## src/rtl/hazard_ctrl.sv

```systemverilog
// ---------------------------------------------------------------------------
// hazard_ctrl -- pipeline interlock and forwarding controller
//
// Watches the instruction in decode together with the destination/write
// enables of the execute and memory stages. Produces fetch/decode enables,
// flush/bubble controls and operand forwarding selects. Load-use stalls,
// taken-branch flushes and HALT/resume are sequenced by a four-state FSM
// with a 3-bit down-counter. Outputs are combinational from the registered
// state and the current inputs, so a hazard is acted on in the cycle it is
// detected.
//
// Parameters:
//   LOAD_LAT  stall cycles inserted on a load-use hazard (1..7)
//   FLUSH_CYC bubble cycles inserted after a taken branch/jump (1..3)
//   CNT_W     width of the optional performance counters
//
// Ports:
//   clk, rst                 rising-edge clock, asynchronous active-low reset
//   id_rs1/id_rs2, id_use*   decode source registers and their read flags
//   id_halt                  decode instruction is HALT
//   ex_dest/ex_we/ex_load    execute-stage destination, write, load flag
//   mem_dest/mem_we          memory-stage destination and write
//   br_taken                 taken branch/jump resolved in execute (pulse)
//   resume                   leave HALT (pulse)
//   pc_en, ifid_en           fetch PC / fetch-decode register enables
//   ifid_flush, idex_bubble  clear fetch-decode / inject bubble into execute
//   fwd_a, fwd_b             operand sources: 00 regfile, 01 EX, 10 MEM
//   halted                   FSM is in HALT
//   stall_cnt, flush_cnt     performance counters (zero unless enabled)
//
// Optional feature: define HAZARD_CTRL_PERF_EN to build the saturating
// stall/flush performance counters.
// ---------------------------------------------------------------------------
module hazard_ctrl #(
    parameter int LOAD_LAT  = 1,
    parameter int FLUSH_CYC = 1,
    parameter int CNT_W     = 16
) (
    input  logic             clk,
    input  logic             rst,
    input  logic [3:0]       id_rs1,
    input  logic [3:0]       id_rs2,
    input  logic             id_use1,
    input  logic             id_use2,
    input  logic             id_halt,
    input  logic [3:0]       ex_dest,
    input  logic             ex_we,
    input  logic             ex_load,
    input  logic [3:0]       mem_dest,
    input  logic             mem_we,
    input  logic             br_taken,
    input  logic             resume,
    output logic             pc_en,
    output logic             ifid_en,
    output logic             ifid_flush,
    output logic             idex_bubble,
    output logic [1:0]       fwd_a,
    output logic [1:0]       fwd_b,
    output logic             halted,
    output logic [CNT_W-1:0] stall_cnt,
    output logic [CNT_W-1:0] flush_cnt
);

    typedef enum logic [1:0] {
        S_RUN,
        S_STALL,
        S_FLUSH,
        S_HALT
    } state_t;

    localparam logic [2:0] LOAD_RELOAD  = 3'(LOAD_LAT - 1);
    localparam logic [2:0] FLUSH_RELOAD = 3'(FLUSH_CYC - 1);

    state_t     state_q, state_d;
    logic [2:0] cnt_q, cnt_d;
    logic       luh;
    logic [2:0] cnt_dec;

    assign luh = ex_load & ex_we &
                 ((id_use1 & (ex_dest == id_rs1)) | (id_use2 & (ex_dest == id_rs2)));
    assign cnt_dec = cnt_q - 3'd1;

    // NOTE: sequential state uses non-blocking (<=) so every flop samples the
    // pre-edge values; combinational blocks use blocking (=).
    always_ff @(posedge clk or negedge rst) begin
        if (!rst) begin
            state_q <= S_RUN;
            cnt_q   <= 3'd0;
        end else begin
            state_q <= state_d;
            cnt_q   <= cnt_d;
        end
    end

    always_comb begin
        // NOTE: every output of this block gets a default first; a path that
        // left one unassigned would infer a latch.
        state_d     = state_q;
        cnt_d       = cnt_q;
        pc_en       = 1'b1;
        ifid_en     = 1'b1;
        ifid_flush  = 1'b0;
        idex_bubble = 1'b0;
        halted      = 1'b0;

        if (br_taken && (state_q != S_HALT)) begin
            // A taken branch wins over everything outside HALT, including an
            // in-progress stall or flush (which it restarts).
            ifid_flush  = 1'b1;
            idex_bubble = 1'b1;
            if (FLUSH_CYC > 1) begin
                state_d = S_FLUSH;
                cnt_d   = FLUSH_RELOAD;
            end else begin
                state_d = S_RUN;
                cnt_d   = 3'd0;
            end
        end else begin
            unique case (state_q)
                S_RUN: begin
                    if (luh) begin
                        pc_en       = 1'b0;
                        ifid_en     = 1'b0;
                        idex_bubble = 1'b1;
                        // With a single cycle the load has moved on by the next
                        // edge, so there is nothing left to count down.
                        if (LOAD_LAT > 1) begin
                            state_d = S_STALL;
                            cnt_d   = LOAD_RELOAD;
                        end
                    end else if (id_halt) begin
                        // HALT itself proceeds into execute; fetch freezes.
                        pc_en   = 1'b0;
                        ifid_en = 1'b0;
                        state_d = S_HALT;
                    end
                end
                S_STALL: begin
                    pc_en       = 1'b0;
                    ifid_en     = 1'b0;
                    idex_bubble = 1'b1;
                    cnt_d       = cnt_dec;
                    if (cnt_dec == 3'd0) state_d = S_RUN;
                end
                S_FLUSH: begin
                    ifid_flush  = 1'b1;
                    idex_bubble = 1'b1;
                    cnt_d       = cnt_dec;
                    if (cnt_dec == 3'd0) state_d = S_RUN;
                end
                S_HALT: begin
                    halted      = 1'b1;
                    pc_en       = 1'b0;
                    ifid_en     = 1'b0;
                    idex_bubble = 1'b1;
                    if (resume) begin
                        // Discard the HALT still sitting in decode; the PC is
                        // held so the following instruction is fetched next.
                        ifid_flush = 1'b1;
                        state_d    = S_RUN;
                    end
                end
                default: state_d = S_RUN;
            endcase
        end

        // Reset overrides the combinational outputs while rst is low.
        if (!rst) begin
            pc_en       = 1'b0;
            ifid_en     = 1'b0;
            ifid_flush  = 1'b1;
            idex_bubble = 1'b1;
            halted      = 1'b0;
        end
    end

    // Forwarding: EX beats MEM; a load in EX has no result yet (that case is
    // the load-use stall instead).
    always_comb begin
        fwd_a = 2'b00;
        fwd_b = 2'b00;
        if (id_use1 && ex_we && !ex_load && (ex_dest == id_rs1)) fwd_a = 2'b01;
        else if (id_use1 && mem_we && (mem_dest == id_rs1))     fwd_a = 2'b10;
        if (id_use2 && ex_we && !ex_load && (ex_dest == id_rs2)) fwd_b = 2'b01;
        else if (id_use2 && mem_we && (mem_dest == id_rs2))     fwd_b = 2'b10;
        if (!rst) begin
            fwd_a = 2'b00;
            fwd_b = 2'b00;
        end
    end

`ifdef HAZARD_CTRL_PERF_EN
    logic [CNT_W-1:0] stall_cnt_q, stall_cnt_d;
    logic [CNT_W-1:0] flush_cnt_q, flush_cnt_d;

    always_comb begin
        stall_cnt_d = stall_cnt_q;
        flush_cnt_d = flush_cnt_q;
        if (!pc_en && !halted && (stall_cnt_q != '1)) stall_cnt_d = stall_cnt_q + 1'b1;
        if (ifid_flush && (flush_cnt_q != '1))       flush_cnt_d = flush_cnt_q + 1'b1;
    end

    always_ff @(posedge clk or negedge rst) begin
        if (!rst) begin
            stall_cnt_q <= '0;
            flush_cnt_q <= '0;
        end else begin
            stall_cnt_q <= stall_cnt_d;
            flush_cnt_q <= flush_cnt_d;
        end
    end

    assign stall_cnt = stall_cnt_q;
    assign flush_cnt = flush_cnt_q;
`else
    assign stall_cnt = '0;
    assign flush_cnt = '0;
`endif

endmodule
```

## config.mk

```make
export PLATFORM = sky130hd
export DESIGN_NAME = hazard_ctrl
export DESIGN_NICKNAME = d
export VERILOG_FILES = /design/src/rtl/hazard_ctrl.sv
export SDC_FILE = /design/constraint.sdc
export NUM_CORES = 1
export LEC_CHECK = 0
export ABC_AREA = 1
export BUFFER_PORTS_ARGS = -buffer_cell sky130_fd_sc_hd__buf_2
export CAP_MARGIN = 15
export CELL_PAD_IN_SITES_DETAIL_PLACEMENT = 1
export CELL_PAD_IN_SITES_GLOBAL_PLACEMENT = 1
export CORE_MARGIN = 2
export CORE_UTILIZATION = 20
export DETAILED_ROUTE_END_ITERATION = 8
export PLACE_DENSITY_LB_ADDON = 0.12
export SKIP_LAST_GASP = 1
export SLEW_MARGIN = 20
export SYNTH_ARGS = -nofsm -noshare
export SYNTH_HDL_FRONTEND = slang
export SYNTH_SLANG_ARGS = --single-unit
```

## constraint.sdc

```tcl
create_clock -name clk -period 0.9 [get_ports clk]
set_input_delay 0.045 -clock clk [delete_from_list [all_inputs] [get_ports clk]]
set_output_delay 0.045 -clock clk [all_outputs]
set_load 0.1 [all_outputs]
```

==> qor.yml, run 1 <==
run_status:
  status: "finished with violations"
  violations: "setup timing"
final_layout:
  area_delta_synth_final_pct: 81.7
  top_register: "state_q"
  reg_top3: "state_q: 1 flops"
  diodes: 0
  drive_above_1_share_pct: 54.3
  largest_reg_flops: 1
  fill_cells: 412
  nNetsFinal: 179
worst_hold_path:
  min-delay-path-class: "in -> reg"
synth:
  ys_top_cells_by_area: "buf_4, nand2_1, xnor2_1"
  synth_top_area_share_pct: 38.5
  synth-seq-area-share_pct: 3.89
  synth-seq-cells: 1
  synth_cells: 112
  synthesis.area_um2: 643
  yosysWarningCount: 0
  postSynthAreaPerCell_um2: 5.74
  yosysUniqueCellTypes: 15
  yosys.area.top_type: "buf_4"
floorplanning:
  std_cell_rows: 20
  fp.dieH_um: 60.7
  start_util_pct: 21.1
  io_pins: 67
  fp.dieW_um: 60.7
  core_um2: 3050
  die-area_um2: 3690
timing:
  clock-skew-final_ns: 0
  final.setup.worst_slack_ns: -0.228
  period_needed_ns: 1.13
  min_period_over_period_pct: 125
  finalSetupViolations: 9
  maxSlewViolCount: 0
  rsz0062_at_grt: "yes"
  fin_setup_tns_ns: -1.27
  final_hold_viol_count: 0
  max_freq_ghz: 0.886
global_routing:
  grt_overflow: 0
  grt_pass1_vias: 615
  antenna_found_initial: 0
  grt_first_pass_wirelength_um: 2710
  use_met2_pct: 18.0
  grt_max_degree: 8
  use_met1_pct: 12.6
  grt.met3_usage_pct: 0.213
  gr-usage-all-layers_pct: 9.42
  top_usage_layer: "met2"
place:
  hpwl_um: 1730
  portBuffers: 34
  gp_congestion: 0.754
drt:
  ant_nets: 0
  via_per_inst: 3.56
  wl_per_cell_um: 9.48
  wirelength_um: 1850
  drc_errors: 0
  dr.pass1.iters: 4
  first_iter_violations: 8
  vias: 695
critical_path:
  cp.buffers_inverters: 3
  worstPathArrival_ns: 1.08
  crit_family: "simple AND/OR/NAND/NOR gates"
  path_common_cell: "nand2_2"
  crit_chain: "buf_8 -> nand2_2 -> nand2_2 -> nor2_1 -> nand3_1 -> nand3b_1 -> nand2_2 -> clkinvlp_4 -> buf_12"
  critPathMaxStageDelay_ns: 0.25
  critPathKind: "in -> out"
  slowest_stage: "nand3b_1"
  crit_required_ns: 0.85
  endpoint_kind: "output port"
  cp_max_fo: 3
  startpoint_type: "input pin"
clock_tree:
  cts.clk_slew.worst_paths_ns: 0
  clock_latency_ns: 0
pwr:
  finalPower_w: 0.00127
  power_density_nw_per_um2: 1090
  p_leak_nw: 0.575
  max-vdd-ir-drop_uv: 386
flow_run:
  drv_cap: 0
synth_stat cells, drive strengths merged:
cell / n
or2: 1
inv: 15
xnor2: 7
xor2: 3
buf: 33
nor4: 1
clkbuf: 1
nand3b: 2
nor3: 1
dfrtp: 1
nand3: 9
conb: 1
o21ai: 1
nor2: 11
nand2: 25
layout by cell type, fill, tap and decap left out, types with 3 or more instances in the layout:
cell type,count
buf_12,9
buf_2,17
buf_4,6
buf_6,5
buf_8,4
clkinvlp_4,3
conb_1,32
inv_1,3
inv_2,5
inv_4,3
nand2_1,11
nand2_2,13
nand3_1,5
nor2_1,6
nor2_2,3
xnor2_1,5
xor2_1,3
path summary, 6_finish.rpt:
kind	from	endpoint	slack [ns]	cells after the start
worst max register to register	state_q[0]$_DFFE_PN0P_	state_q[0]$_DFFE_PN0P_	0.01	3
worst min register to register	state_q[0]$_DFFE_PN0P_	state_q[0]$_DFFE_PN0P_	0.71	3
max in group asynchronous	rst	state_q[0]$_DFFE_PN0P_	0.21	3
worst min-delay path	id_halt	state_q[0]$_DFFE_PN0P_	0.31	3
min in group asynchronous	rst	state_q[0]$_DFFE_PN0P_	0.58	3
worst max-delay path	ex_dest[0]	fwd_a[1]	-0.23	9
worst reg2reg max path: stages (launching register included):
cell and delay [ns]:
dfrtp_1 0.40, inv_2 0.07, or2_2 0.28, nand2_1 0.07
through the flow:
step	hold WS [ns]	cell area [um2]	std cells	worst slack [ns]	utilization, %
final	0.310	1170	195	-0.228	38.3
after global routing	0.341	1170	195	-0.316	38.3
after CTS	0.321	1130	195	-0.260	37.2
after detailed placement	-0.0118	1000	194	-0.343	32.9
after global placement	-0.0116	1000	194	-0.306	32.9
after floorplan	-0.251	856	143	-0.209	-
cell type report:
type | count | area, um2 | area share [%]
inverters | 15 | 82.6 | 7.07
multi-input cells | 93 | 569 | 48.7
flip-flops and latches | 1 | 25.0 | 2.14
well taps | 44 | 55.1 | 4.71
repair buffers | 42 | 437 | 37.4
where the power goes:
group          switching, W  leakage, nW  total (W)  internal, W
clock network             0            0          0            0
logic              0.000943        0.562    0.00121     0.000271
registers        0.00000749       0.0127  0.0000585    0.0000511
total              0.000950        0.575    0.00127     0.000322
repair_timing:
action | CTS | global route
setup endpoints to repair | 9 | 9
hold buffers | 1 | 0
endpoints found under the hold margin | 1 | 0
buffers inserted | 0 | 0
gates resized for setup | 32 | 13
pin swaps | 12 | 9
kinds of logic (layout without fill, tap and decap cells):
family,after synthesis,after routing,share of synthesized area [%]
AO/OA/AOI/OAI,1,1,0.777
buffers and inverters,49,57,48.1
AND/OR/NAND/NOR,50,50,33.1
XOR/XNOR,10,10,13.6
other,1,32,0.583
flip-flops,1,1,3.89
layer usage:
layer	share of wire, %	wire [um]
met3	7.8	144
met5	0	0
met4	0	0
met1	40	742
met2	52	962
Power figures use the tool's default switching activity.
==> run 2: changes to the inputs <==
BUFFER_PORTS_ARGS = unset   (was -buffer_cell sky130_fd_sc_hd__buf_2)
CAP_MARGIN = unset   (was 15)
CORE_UTILIZATION = 36   (was 20)
DONT_BUFFER_PORTS = 1   (was unset)
==> qor.yml, run 2 (synthesis gave the netlist of run 1 again) <==
run_status:
  status: "finished with violations"
  violations: "setup timing"
place:
  place_ws_ns: -0.159  # +0.184 ns
  gp_congestion: 0.728  # -3.4%
  dp.cells: 143  # -26%
  portBuffers: 0  # -100%
  hpwl_um: 1420  # -18%
pwr:
  clockPowerShare_pct: 0  # unchanged
  p_leak_nw: 0.413  # -28%
  share_comb_of_total_power_pct: 94.1  # -1.3 points
  p_int_w: 0.000215  # -33%
  pwr-share-seq_pct: 5.9  # +1.3 points
  finalPower_w: 0.00109  # -14%
  power_switching_w: 0.000875  # -7.9%
  power_density_nw_per_um2: 1220  # +12%
  switching_share_pct: 80.3  # +5.6 points
  max-vdd-ir-drop_uv: 740  # +92%
worst_hold_path:
  hp-start: "id_halt"
  min-delay-path-class: "in -> reg"
critical_path:
  crit_required_ns: 0.85  # about the same
  startpoint_type: "input pin"
  critPathKind: "in -> out"
  worstPathArrival_ns: 1.00  # -0.08 ns
  reg2reg_from: "state_q[0]$_DFFE_PN0P_"
  crit_start: "ex_dest[0]"
  slowest_stage: "nand3b_1"
  endpoint_kind: "output port"
  crit_chain: "inv_8 -> nand2_4 -> nand2_2 -> nor2_2 -> nand3_2 -> nand3b_1 -> buf_4 -> nor2_4 -> buf_12"
  critPathMaxStageDelay_ns: 0.20  # -0.05 ns
  cp_max_fo: 3  # unchanged
final_layout:
  layout_commonest_cell: "conb_1"
  top_register: "state_q"
  fill_cells: 224  # -46%
  multi_input_area_um2: 571  # +0.22%
  drive_above_1_share_pct: 41.2  # -13 points
  area_delta_synth_final_pct: 39.3
  finalNonFillerCells: 144  # -26%
  final_cell_mix: "conb_1, nand2_1, nand2_2, buf_12, xnor2_1"
  final-seq-area_um2: 26.3  # +5.0%
  reg_top3: "state_q: 1 flops"
  diodes: 0  # unchanged
  fin_util_pct: 52.5  # +14 points
  largest_reg_flops: 1  # unchanged
  nNetsFinal: 147  # -18%
timing:
  min_period_over_period_pct: 117  # -8.8 points
  finalSetupViolations: 9  # unchanged
  maxSlewViolCount: 0  # unchanged
  max_freq_ghz: 0.953  # +7.5%
  fin_setup_tns_ns: -0.865  # +0.408 ns
  period_needed_ns: 1.05  # -0.0790 ns
  clock-skew-final_ns: 0  # unchanged
  rsz0062_at_grt: "yes"
  final.setup.worst_slack_ns: -0.149  # +0.0790 ns
  final_hold_viol_count: 0  # unchanged
floorplanning:
  fp.dieH_um: 46.3  # -24%
  io_pins: 67  # unchanged
  start_util_pct: 37.7  # +17 points
  die-area_um2: 2140  # -42%
  std_cell_rows: 15  # -25%
  fp.dieW_um: 46.3  # -24%
  core_um2: 1710  # -44%
global_routing:
  grt_overflow: 0  # unchanged
  antenna_found_initial: 0  # unchanged
  grt_first_pass_wirelength_um: 2390  # -12%
  grt_max_degree: 10  # +2
  grt_pass1_vias: 554  # -9.9%
  gr-usage-all-layers_pct: 14.7  # +5.3 points
clock_tree:
  clock_latency_ns: 0  # unchanged
  cts.clk_slew.worst_paths_ns: 0  # unchanged
drt:
  ant_nets: 0  # unchanged
  via_per_inst: 4.06  # +14%
  wirelength_um: 1600  # -14%
  vias: 584  # -16%
  dr.pass1.iters: 2  # -2
  first_iter_violations: 1  # -7
  wl_per_cell_um: 11.1  # +17%
  drc_errors: 0  # unchanged
flow_run:
  drv_cap: 0  # unchanged
run 2: changes by cell type in the layout (fill, tap and decap cells not counted), moves of 4 or more:
| cell | previous run | this run |
|---|---|---|
| buf_4 | 6 | 2 |
| buf_8 | 4 | 0 |
| buf_2 | 17 | 0 |
| buf_6 | 5 | 0 |
| nand2_2 | 13 | 9 |
run 2: routing by layer:
| layer | part of all wire [%] | vias up | track usage (%) |
|---|---|---|---|
| met3 | 11 | 0 | 3.14 |
| met5 | 0 | - | 0 |
| li1 | - | 285 | - |
| met1 | 33 | 266 | 17.3 |
| met4 | 0 | 0 | 0.571 |
| met2 | 56 | 33 | 28.1 |
run 2: power groups by stage:
stage	combinational [W]	sequential (W)	clock (W)
3_3_place_gp	0.000971	0.0000557	0
3_5_place_dp	0.000976	0.0000562	0
4_1_cts	0.000985	0.0000581	0
2_1_floorplan	0.00103	0.0000551	0
5_1_grt	0.00107	0.0000643	0
6_report	0.00103	0.0000638	0
run 2: metrics by stage:
stage	area [um2]	hold slack, ns
2_1_floorplan	856	-0.251
3_3_place_gp	777	-0.250
3_5_place_dp	777	-0.250
4_1_cts	817	0.197
5_1_grt	896	0.198
6_report	896	0.174
run 2: worst paths after layout:
kind | end | slack [ns] | depth (start not counted)
setup / recovery | fwd_b[0] | -0.15 | 9
hold / removal | state_q[0]$_DFFE_PN0P_ | 0.17 | 2
setup reg to reg | state_q[0]$_DFFE_PN0P_ | 0.03 | 3
hold reg to reg | state_q[0]$_DFFE_PN0P_ | 0.64 | 3
max in group asynchronous | state_q[0]$_DFFE_PN0P_ | 0.52 | 1
min in group asynchronous | state_q[0]$_DFFE_PN0P_ | 0.27 | 1
run 2: layout make-up:
type,count,share of cell area [%]
timing repair buffer,10,18.4
sequential,1,2.93
tap,25,3.49
inverter,15,11.5
multi-input combinational,93,63.7
run 2: timing repair:
item | CTS | global route
gates resized for setup | 18 | 20
pin swaps | 10 | 16
gates cloned | 0 | 0
setup endpoints to repair | 8 | 9
hold endpoints to repair | 1 | 0
buffers inserted | 0 | 1
hold buffers | 1 | 0
run 2: worst max-delay path, delay by kind of cell:
kind                   cells  cell delay [ns]
buffers and inverters      3             0.36
and+or+nand+nor            6             0.60
==> run 3: changes to the inputs <==
==> constraint.sdc (replaced) <==
create_clock -name clk -period 0.9 [get_ports clk]
set_input_delay 0.09 -clock clk [delete_from_list [all_inputs] [get_ports clk]]
set_output_delay 0.09 -clock clk [all_outputs]
set_load 0.1 [all_outputs]
==> qor.yml, run 3 (synthesis gave the netlist of run 1 again) <==
floorplanning:
  core_um2: 1710  # unchanged
  die-area_um2: 2140  # unchanged
  fp.dieW_um: 46.3  # unchanged
  io_pins: 67  # unchanged
  std_cell_rows: 15  # unchanged
  start_util_pct: 37.7  # unchanged
  fp.dieH_um: 46.3  # unchanged
critical_path:
  critPathMaxStageDelay_ns: 0.25  # +0.05 ns
  cp_max_fo: 2  # -1
  worstPathArrival_ns: 1.04  # +0.04 ns
  endpoint_kind: "output port"
  path_common_cell: "nand2_2"
  slowest_stage: "nand3b_1"
  critPathKind: "in -> out"
  crit_required_ns: 0.81  # -0.04 ns
  crit_chain: "inv_6 -> nand2_2 -> nand2_2 -> nor2_2 -> nand3_1 -> nand3b_1 -> nand2_2 -> clkinvlp_4 -> buf_12"
  startpoint_type: "input pin"
  reg2reg_from: "state_q[0]$_DFFE_PN0P_"
  crit_start: "id_rs1[3]"
final_layout:
  final_cell_mix: "conb_1, nand2_2, buf_12, xnor2_1, nor2_2"
  multi_input_area_um2: 611  # +7.0%
  top_register: "state_q"
  diodes: 0  # unchanged
  nNetsFinal: 148  # +0.68%
  drive_above_1_share_pct: 50.0  # +8.8 points
  reg_top3: "state_q: 1 flops"
  final-seq-area_um2: 25.0  # -4.8%
  fill_cells: 222  # -0.89%
  largest_reg_flops: 1  # unchanged
  layout_commonest_cell: "conb_1"
  area_delta_synth_final_pct: 50.4
flow_run:
  drv_cap: 0  # unchanged
pwr:
  power_density_nw_per_um2: 1150  # -5.3%
  max-vdd-ir-drop_uv: 647  # -12%
  p_leak_nw: 0.443  # +7.2%
global_routing:
  gr-usage-all-layers_pct: 15.8  # +1.1 points
  grt_first_pass_wirelength_um: 2610  # +8.9%
  grt_overflow: 0  # unchanged
  grt_pass1_vias: 601  # +8.5%
  antenna_found_initial: 0  # unchanged
  grt_max_degree: 10  # unchanged
clock_tree:
  post_cts_buffers: 0  # unchanged
  clock_latency_ns: 0  # unchanged
  cts.clk_slew.worst_paths_ns: 0  # unchanged
drt:
  dr.pass1.iters: 1  # -1
  via_per_inst: 4.22  # +4.1%
  wl_per_cell_um: 11.9  # +7.4%
  drc_errors: 0  # unchanged
  wirelength_um: 1730  # +8.2%
  ant_nets: 0  # unchanged
  first_iter_violations: 0  # -1
  vias: 612  # +4.8%
worst_hold_path:
  hp-start: "id_halt"
  min-delay-path-class: "in -> reg"
timing:
  finalSetupViolations: 10  # +1
  final_hold_viol_count: 0  # unchanged
  fin_setup_tns_ns: -1.41  # -0.543 ns
  rsz0062_at_grt: "yes"
  final.setup.worst_slack_ns: -0.227  # -0.0776 ns
  min_period_over_period_pct: 125  # +8.6 points
  clock-skew-final_ns: 0  # unchanged
  period_needed_ns: 1.13  # +0.0776 ns
  maxSlewViolCount: 0  # unchanged
  max_freq_ghz: 0.888  # -6.9%
run_status:
  violations: "setup timing"
  status: "finished with violations"
place:
  hpwl_um: 1450  # +2.3%
  gp_congestion: 0.711  # -2.3%
  portBuffers: 0  # unchanged
  place_ws_ns: -0.296  # -0.137 ns
[run 3: cell count changes in the layout (fill, tap and decap cells not counted), sizes merged]
cell	previous run	this run
buf	9	10
[run 3: worst max-delay path: cells and delay by family]
| family | cells | cell delay (ns) |
|---|---|---|
| simple gates | 6 | 0.66 |
| buf+inv | 3 | 0.29 |
[run 3: routing by layer]
metal | global-route usage (%) | part of all wire [%] | wire (um)
met1 | 17.1 | 34 | 583
met2 | 32.2 | 55 | 948
met3 | 3.53 | 11 | 193
met4 | 0 | 0 | 0
met5 | 0 | 0 | 0
[run 3: area by class of cell]
class	count	area share, %
Sequential cell	1	2.59
Timing Repair Buffer	11	18.6
Tap cell	25	3.23
Multi-Input combinational cell	93	63.1
Inverter	15	12.4
[run 3: repair_timing]
action | in CTS | in global routing
hold buffers | 1 | 0
gates resized for setup | 30 | 26
endpoints found under the setup margin | 10 | 10
pin swaps | 13 | 19
hold endpoints to repair | 1 | 0
[run 3: per-stage QoR]
step                instances  utilization, %  hold slack (ns)  total power [W]  area (um2)
floorplan                 143               -           -0.206          0.00109         866
global placement          144            46.5           -0.205          0.00103         795
detailed placement        144            46.5           -0.205          0.00104         795
CTS                       145            51.5            0.241          0.00107         880
global route              145            56.6            0.257          0.00115         967
finish                    145            56.6            0.237          0.00111         967
[run 3: power breakdown]
group          switching, W  internal [W]
Clock                     0             0
Combinational      0.000878      0.000178
Sequential       0.00000727     0.0000511
Total              0.000885      0.000229
[run 3: path summary, 6_finish.rpt]
| check | slack (ns) | end | cells past startpoint |
|---|---|---|---|
| setup / recovery | -0.23 | fwd_a[1] | 9 |
| hold / removal | 0.24 | state_q[0]$_DFFE_PN0P_ | 2 |
| setup reg to reg | -0.04 | state_q[0]$_DFFE_PN0P_ | 4 |
| hold reg to reg | 0.71 | state_q[0]$_DFFE_PN0P_ | 3 |
| max in group asynchronous | 0.48 | state_q[0]$_DFFE_PN0P_ | 1 |
| min in group asynchronous | 0.31 | state_q[0]$_DFFE_PN0P_ | 1 |
